[src/rtl/swdb_pkg.sv]
// Shared types and default constants for the switch debouncer.
// The optional event counter is enabled with SWITCH_DEBOUNCER_EVENT_CNT_EN.
package swdb_pkg;

  typedef enum logic {
    IDLE  = 1'b0,
    COUNT = 1'b1
  } swdb_state_e;

  localparam int         SWDB_WIDTH         = 5;
  localparam int         SWDB_STABLE_CYCLES = 1000000;
  localparam logic [4:0] SWDB_RESET_VAL     = 5'h0F;
  localparam int         SWDB_EVENT_CNT_W   = 8;

endpackage

[src/rtl/sync_2ff.sv]
// Two-flop synchroniser for a vector of asynchronous levels.
// Both stages reset to RESET_VAL so the downstream logic sees a known word.
module sync_2ff #(
  parameter int               WIDTH     = 5,
  parameter logic [WIDTH-1:0] RESET_VAL = '0
) (
  input  logic             clk,
  input  logic             rst,
  input  logic [WIDTH-1:0] d,
  output logic [WIDTH-1:0] q
);

  logic [WIDTH-1:0] sync1_d, sync1_q;
  logic [WIDTH-1:0] sync2_d, sync2_q;

  // Shift the raw input through two stages to settle metastability.
  always_comb begin
    sync1_d = d;
    sync2_d = sync1_q;
  end

  // Synchroniser registers, reset to the idle pattern.
  always_ff @(posedge clk or posedge rst) begin
    if (rst) begin
      sync1_q <= RESET_VAL;
      sync2_q <= RESET_VAL;
    end else begin
      sync1_q <= sync1_d;
      sync2_q <= sync2_d;
    end
  end

  assign q = sync2_q;

endmodule

[src/rtl/switch_debouncer.sv]
// Whole-vector switch debouncer feeding the combination-lock FSM.
// A new word is accepted only after the synchronised vector has held
// unchanged for STABLE_CYCLES cycles; partial codes are never emitted.
// Optional: define SWITCH_DEBOUNCER_EVENT_CNT_EN to add o_event_cnt, a
// saturating count of accepted changes.
module switch_debouncer
  import swdb_pkg::*;
#(
  parameter int               WIDTH         = SWDB_WIDTH,
  parameter int               STABLE_CYCLES = SWDB_STABLE_CYCLES,
  parameter logic [WIDTH-1:0] RESET_VAL     = WIDTH'(SWDB_RESET_VAL)
) (
  input  logic             i_clk,
  input  logic             i_rst,
  input  logic [WIDTH-1:0] i_switch,
  output logic [WIDTH-1:0] o_switch,
  output logic             o_change
`ifdef SWITCH_DEBOUNCER_EVENT_CNT_EN
  ,
  output logic [SWDB_EVENT_CNT_W-1:0] o_event_cnt
`endif
);

  localparam int               CNT_W    = $clog2(STABLE_CYCLES);
  localparam logic [CNT_W-1:0] CNT_LAST = CNT_W'(STABLE_CYCLES - 1);

  logic [WIDTH-1:0] sync_w;

  swdb_state_e      state_d, state_q;
  logic [WIDTH-1:0] cand_d, cand_q;
  logic [CNT_W-1:0] cnt_d, cnt_q;
  logic [WIDTH-1:0] switch_d, switch_q;
  logic             change_d, change_q;

  sync_2ff #(
    .WIDTH     (WIDTH),
    .RESET_VAL (RESET_VAL)
  ) u_sync (
    .clk (i_clk),
    .rst (i_rst),
    .d   (i_switch),
    .q   (sync_w)
  );

  // Next-state logic: track a candidate word and accept it once it has held.
  always_comb begin
    state_d  = state_q;
    cand_d   = cand_q;
    cnt_d    = cnt_q;
    switch_d = switch_q;
    change_d = 1'b0;
    case (state_q)
      IDLE: begin
        if (sync_w != switch_q) begin
          cand_d  = sync_w;
          cnt_d   = '0;
          state_d = COUNT;
        end
      end
      COUNT: begin
        if (sync_w == switch_q) begin
          state_d = IDLE;
        end else if (sync_w != cand_q) begin
          cand_d = sync_w;
          cnt_d  = '0;
        end else if (cnt_q == CNT_LAST) begin
          switch_d = cand_q;
          change_d = 1'b1;
          state_d  = IDLE;
        end else begin
          cnt_d = cnt_q + CNT_W'(1);
        end
      end
      default: state_d = IDLE;
    endcase
  end

  // Debounce state registers; reset discards any pending candidate.
  always_ff @(posedge i_clk or posedge i_rst) begin
    if (i_rst) begin
      state_q  <= IDLE;
      cand_q   <= RESET_VAL;
      cnt_q    <= '0;
      switch_q <= RESET_VAL;
      change_q <= 1'b0;
    end else begin
      state_q  <= state_d;
      cand_q   <= cand_d;
      cnt_q    <= cnt_d;
      switch_q <= switch_d;
      change_q <= change_d;
    end
  end

  assign o_switch = switch_q;
  assign o_change = change_q;

`ifdef SWITCH_DEBOUNCER_EVENT_CNT_EN
  logic [SWDB_EVENT_CNT_W-1:0] evt_d, evt_q;

  // Count accepted changes, holding at all-ones instead of wrapping.
  always_comb begin
    evt_d = evt_q;
    if (change_d && (evt_q != '1)) begin
      evt_d = evt_q + SWDB_EVENT_CNT_W'(1);
    end
  end

  // Event counter register, updated together with o_change.
  always_ff @(posedge i_clk or posedge i_rst) begin
    if (i_rst) begin
      evt_q <= '0;
    end else begin
      evt_q <= evt_d;
    end
  end

  assign o_event_cnt = evt_q;
`endif

endmodule

[config.mk]
export PLATFORM = sky130hd
export DESIGN_NAME = switch_debouncer
export DESIGN_NICKNAME = d
export VERILOG_FILES = /design/src/rtl/swdb_pkg.sv /design/src/rtl/sync_2ff.sv /design/src/rtl/switch_debouncer.sv
export SDC_FILE = /design/constraint.sdc
export NUM_CORES = 1
export LEC_CHECK = 0
export ABC_AREA = 1
export BUFFER_PORTS_ARGS = -buffer_cell sky130_fd_sc_hd__buf_2
export CORE_MARGIN = 1
export CORE_UTILIZATION = 32
export CTS_BUF_LIST = sky130_fd_sc_hd__clkbuf_8
export CTS_CLUSTER_DIAMETER = 50
export DETAILED_ROUTE_END_ITERATION = 10
export PLACE_DENSITY = 0.56
export SLEW_MARGIN = 20
export SYNTH_ARGS = -nofsm -noshare
export SYNTH_HDL_FRONTEND = slang
export SYNTH_SLANG_ARGS = --single-unit
[constraint.sdc]
create_clock -name i_clk -period 2.25 [get_ports i_clk]
set_input_delay 0.45 -clock i_clk [delete_from_list [all_inputs] [get_ports i_clk]]
set_output_delay 0.45 -clock i_clk [all_outputs]
set_load 0.05 [all_outputs]
==> impl_results.md <==
- Setup violators final: 0
- Min Tclk post-route: roughly 1900 ps
- Yosys top cell by area: dfrtp_1
- CP endpoint: o_switch[4]$_DFFE_PP0P_
- Final hold violations: 0
- DR DRC count: 0
- Slew Limit Fails: 0
- GP Congestion: about 0.8
- Setup repair after global routing missed its margin: false
- Tot GR Track Use: between 10% and 20%
- Initial Util: between 30% and 40%
- GR Overflow Total: 0
- Pre-antenna DRT Iters: 4
- WL met2: 2010 um
- Critical Path Source Type: flop
- DRT iter0 DRCs: approximately 140
- Pwr dens: 562 nW/um^2
- Max Cap Viol: 0
- Std-Cell Core Area: 6830 sq um
- Final wirelength: 4670 um
- FF+latch area: ~1100 sq um
- Worst R2R End: o_switch[4]$_DFFE_PP0P_
- Detailed placement HPWL: between 3000 and 4000 um
- Initial antenna violation count: 0
- Clock sinks: 42
- Fmax: 533 MHz
- Clk_lat worst skew: between 300 and 400 ps
- Yosys Warn Count: 0
- Critical Path End Type: flop
- Hold Path Class: input pin to flop
- Critical path type: flop to flop
- Met3 wire len: about 210 um
- R2r worst-path depth: 9
- Synth cell count leaders: 114 x nand2_1, 41 x nor2_1, 26 x dfrtp_1
- Die area: around 7400 sq um
- Final setup TNS: 0 ps
- R2R setup slack: 370 ps
- Peak supply drop: roughly 220 uV
- Reg-to-reg critical path startpoint: cand_q[2]$_DFFE_PP1P_
- Outcome: finished, final reports clean
- Number of synthesized register bits: 42
- Async S/R FF share, synth: 100%
- Final #Nets: around 320
- Multi-input gate area in the final layout: 1050 sq um
- Most common flop cell mapped by yosys: dfrtp_1
- Die Ht: between 80 and 90 um
- Rel. slew slack: between 60% and 70%
- CTS tree: done
- Worst-Margin Slew: 523 ps
- Crit-path max FO: 11
- Global-route wire length before repair: approximately 8100 um
- Synth cell types: 29
- Fin crit share: 83.4%
- DRT antenna net count: 0
- Via count: between 1,500 and 2,000
- Top post-synthesis cells by area: dfrtp_1 29%, nand2_1 19%, dfstp_2 19%
- Hold Slack: between 200 and 250 ps
- Chip Width: approximately 86 um
- Hold buffers post-CTS: 0
- Sequential area share after synthesis: between 40% and 50%
- Root buf cell: clkbuf_8
- CTS resizes: 0
- Netlist Area Pre-Place: 2270 sq um
- Post-synth EDFFs: 0
- Launch point of the worst path: cand_q[2]$_DFFE_PP1P_
- Clock buffer depth: 2
- Yosys top cell area share: 28.7%
- Gate Count Post-Synth: 300
- Leak pwr: 1.21 nW
- Syn nets: roughly 310
- Io pins: 13
- CP arrival: 2060 ps
- Diodes inserted: 0
- Port Buf Inserts: 12
- Vias/cell: ~4.4
- Postcts setup bufs: 0
- Clock skew: about 6.7 ps
- Ratio of cells with drive above 1 in the final layout: between 10% and 20%
- # rows: 30
- Mean post-synth cell area: between 7 and 8 sq um
- Clock slew at reported path FFs: approximately 90 ps
- Number of global-route vias before repair: between 1,500 and 2,000
- Htree depth: 2
- Largest net degree at the start of global routing: 43
- Total CTS buffers: 5
- Most frequent cell after synthesis: nand2_1
- WP data required: between 2000 and 2500 ps
- Max Used Layer: met4
- Hold Path Depth: 1
- Layout area overhead: 11.0%
- Fill cell count: about 750
- Routed WL per cell: between 10 and 15 um
- WL met1: 2340 um
==> power breakdown <==
part / switching, W / internal [W] / total (W)
sequential: 0.0000144 / 0.000786 / 0.000800
clock: 0.000301 / 0.000224 / 0.000525
combinational: 0.0000603 / 0.0000281 / 0.0000884
total: 0.000375 / 0.00104 / 0.00141
==> critical path, cell delays in order, from the launching register on <==
cell     delay [ps]
dfstp_2         550
inv_1            60
nand2_1          80
o21ai_0          80
nor2_1          140
nand3_2         190
nor2_2          200
nand2_1         260
nand2_1         120
o21ai_1          70
==> cells in the final DEF, fill, tap and decap left out, types with 2 or more instances in the layout <==
| cell type | netlist | routed |
|---|---|---|
| inv_1 | 25 | 24 |
| o21ai_0 | 6 | 6 |
| buf_4 | 1 | 2 |
| dfrtp_1 | 26 | 26 |
| dfstp_2 | 16 | 16 |
| a21oi_1 | 3 | 3 |
| clkbuf_8 | 0 | 5 |
| nand4_1 | 5 | 5 |
| nand2_1 | 114 | 114 |
| nor2_1 | 41 | 41 |
| nand3_2 | 2 | 2 |
| nand3_1 | 21 | 21 |
| xnor2_1 | 4 | 4 |
| o21ai_1 | 10 | 10 |
| xor2_1 | 9 | 9 |
| buf_2 | 2 | 12 |
==> layer usage <==
layer / GRT usage [%] / vias to the layer above
li1: - / 967
met1: 19.8 / 800
met2: 21.2 / 53
met3: 2.57 / 8
met4: 6.82 / 0
met5: 0 / -
==> kinds of logic (layout without fill, tap and decap cells) <==
family / after synthesis / count (layout) / share of synthesized area, %
xor+xnor: 13 / 13 / 5.02
flops: 42 / 42 / 47.2
fa+ha+maj: 1 / 1 / 0.552
simple gates: 190 / 190 / 35.8
compound gates: 22 / 22 / 5.08
buf+inv: 32 / 49 / 6.35
==> through the flow <==
step	utilization, %	instance area (sq um)	cells	total power, W	setup WS [ps]
final	36.8	2520	413	0.00141	373
after floorplan	-	2270	300	0.000876	593
after global placement	35.5	2420	405	0.000902	399
after CTS	36.8	2520	413	0.00144	335
after detailed placement	35.5	2420	405	0.000904	361
after global routing	36.8	2520	413	0.00148	192
==> cell type report <==
| cell class | instances | area share [%] |
|---|---|---|
| clock inverter | 3 | 0.995 |
| inverter | 27 | 4.13 |
| multi-input combinational | 226 | 41.8 |
| sequential | 42 | 42.6 |
| timing repair buffer | 14 | 2.98 |
| tap | 96 | 4.77 |
| clock buffer | 5 | 2.73 |
==> registers in the layout (all words and copies together), names as in the netlist <==
register        cells
cand_q              5
cnt_q              20
o_change            1
o_switch            5
state_q             1
u_sync.q            5
u_sync.sync1_q      5
==> worst min-delay path by stage <==
stage,start,to,slack [ps]
finish,i_switch[3],u_sync.sync1_q[3]$_DFF_PP1_,230
CTS,i_switch[3],u_sync.sync1_q[3]$_DFF_PP1_,220
floorplan,u_sync.sync1_q[4]$_DFF_PP0_,u_sync.q[4]$_DFF_PP0_,330
detailed placement,u_sync.sync1_q[4]$_DFF_PP0_,u_sync.q[4]$_DFF_PP0_,340
global route,i_switch[3],u_sync.sync1_q[3]$_DFF_PP1_,210
global placement,u_sync.sync1_q[4]$_DFF_PP0_,u_sync.q[4]$_DFF_PP0_,330
Power figures use the tool's default switching activity.
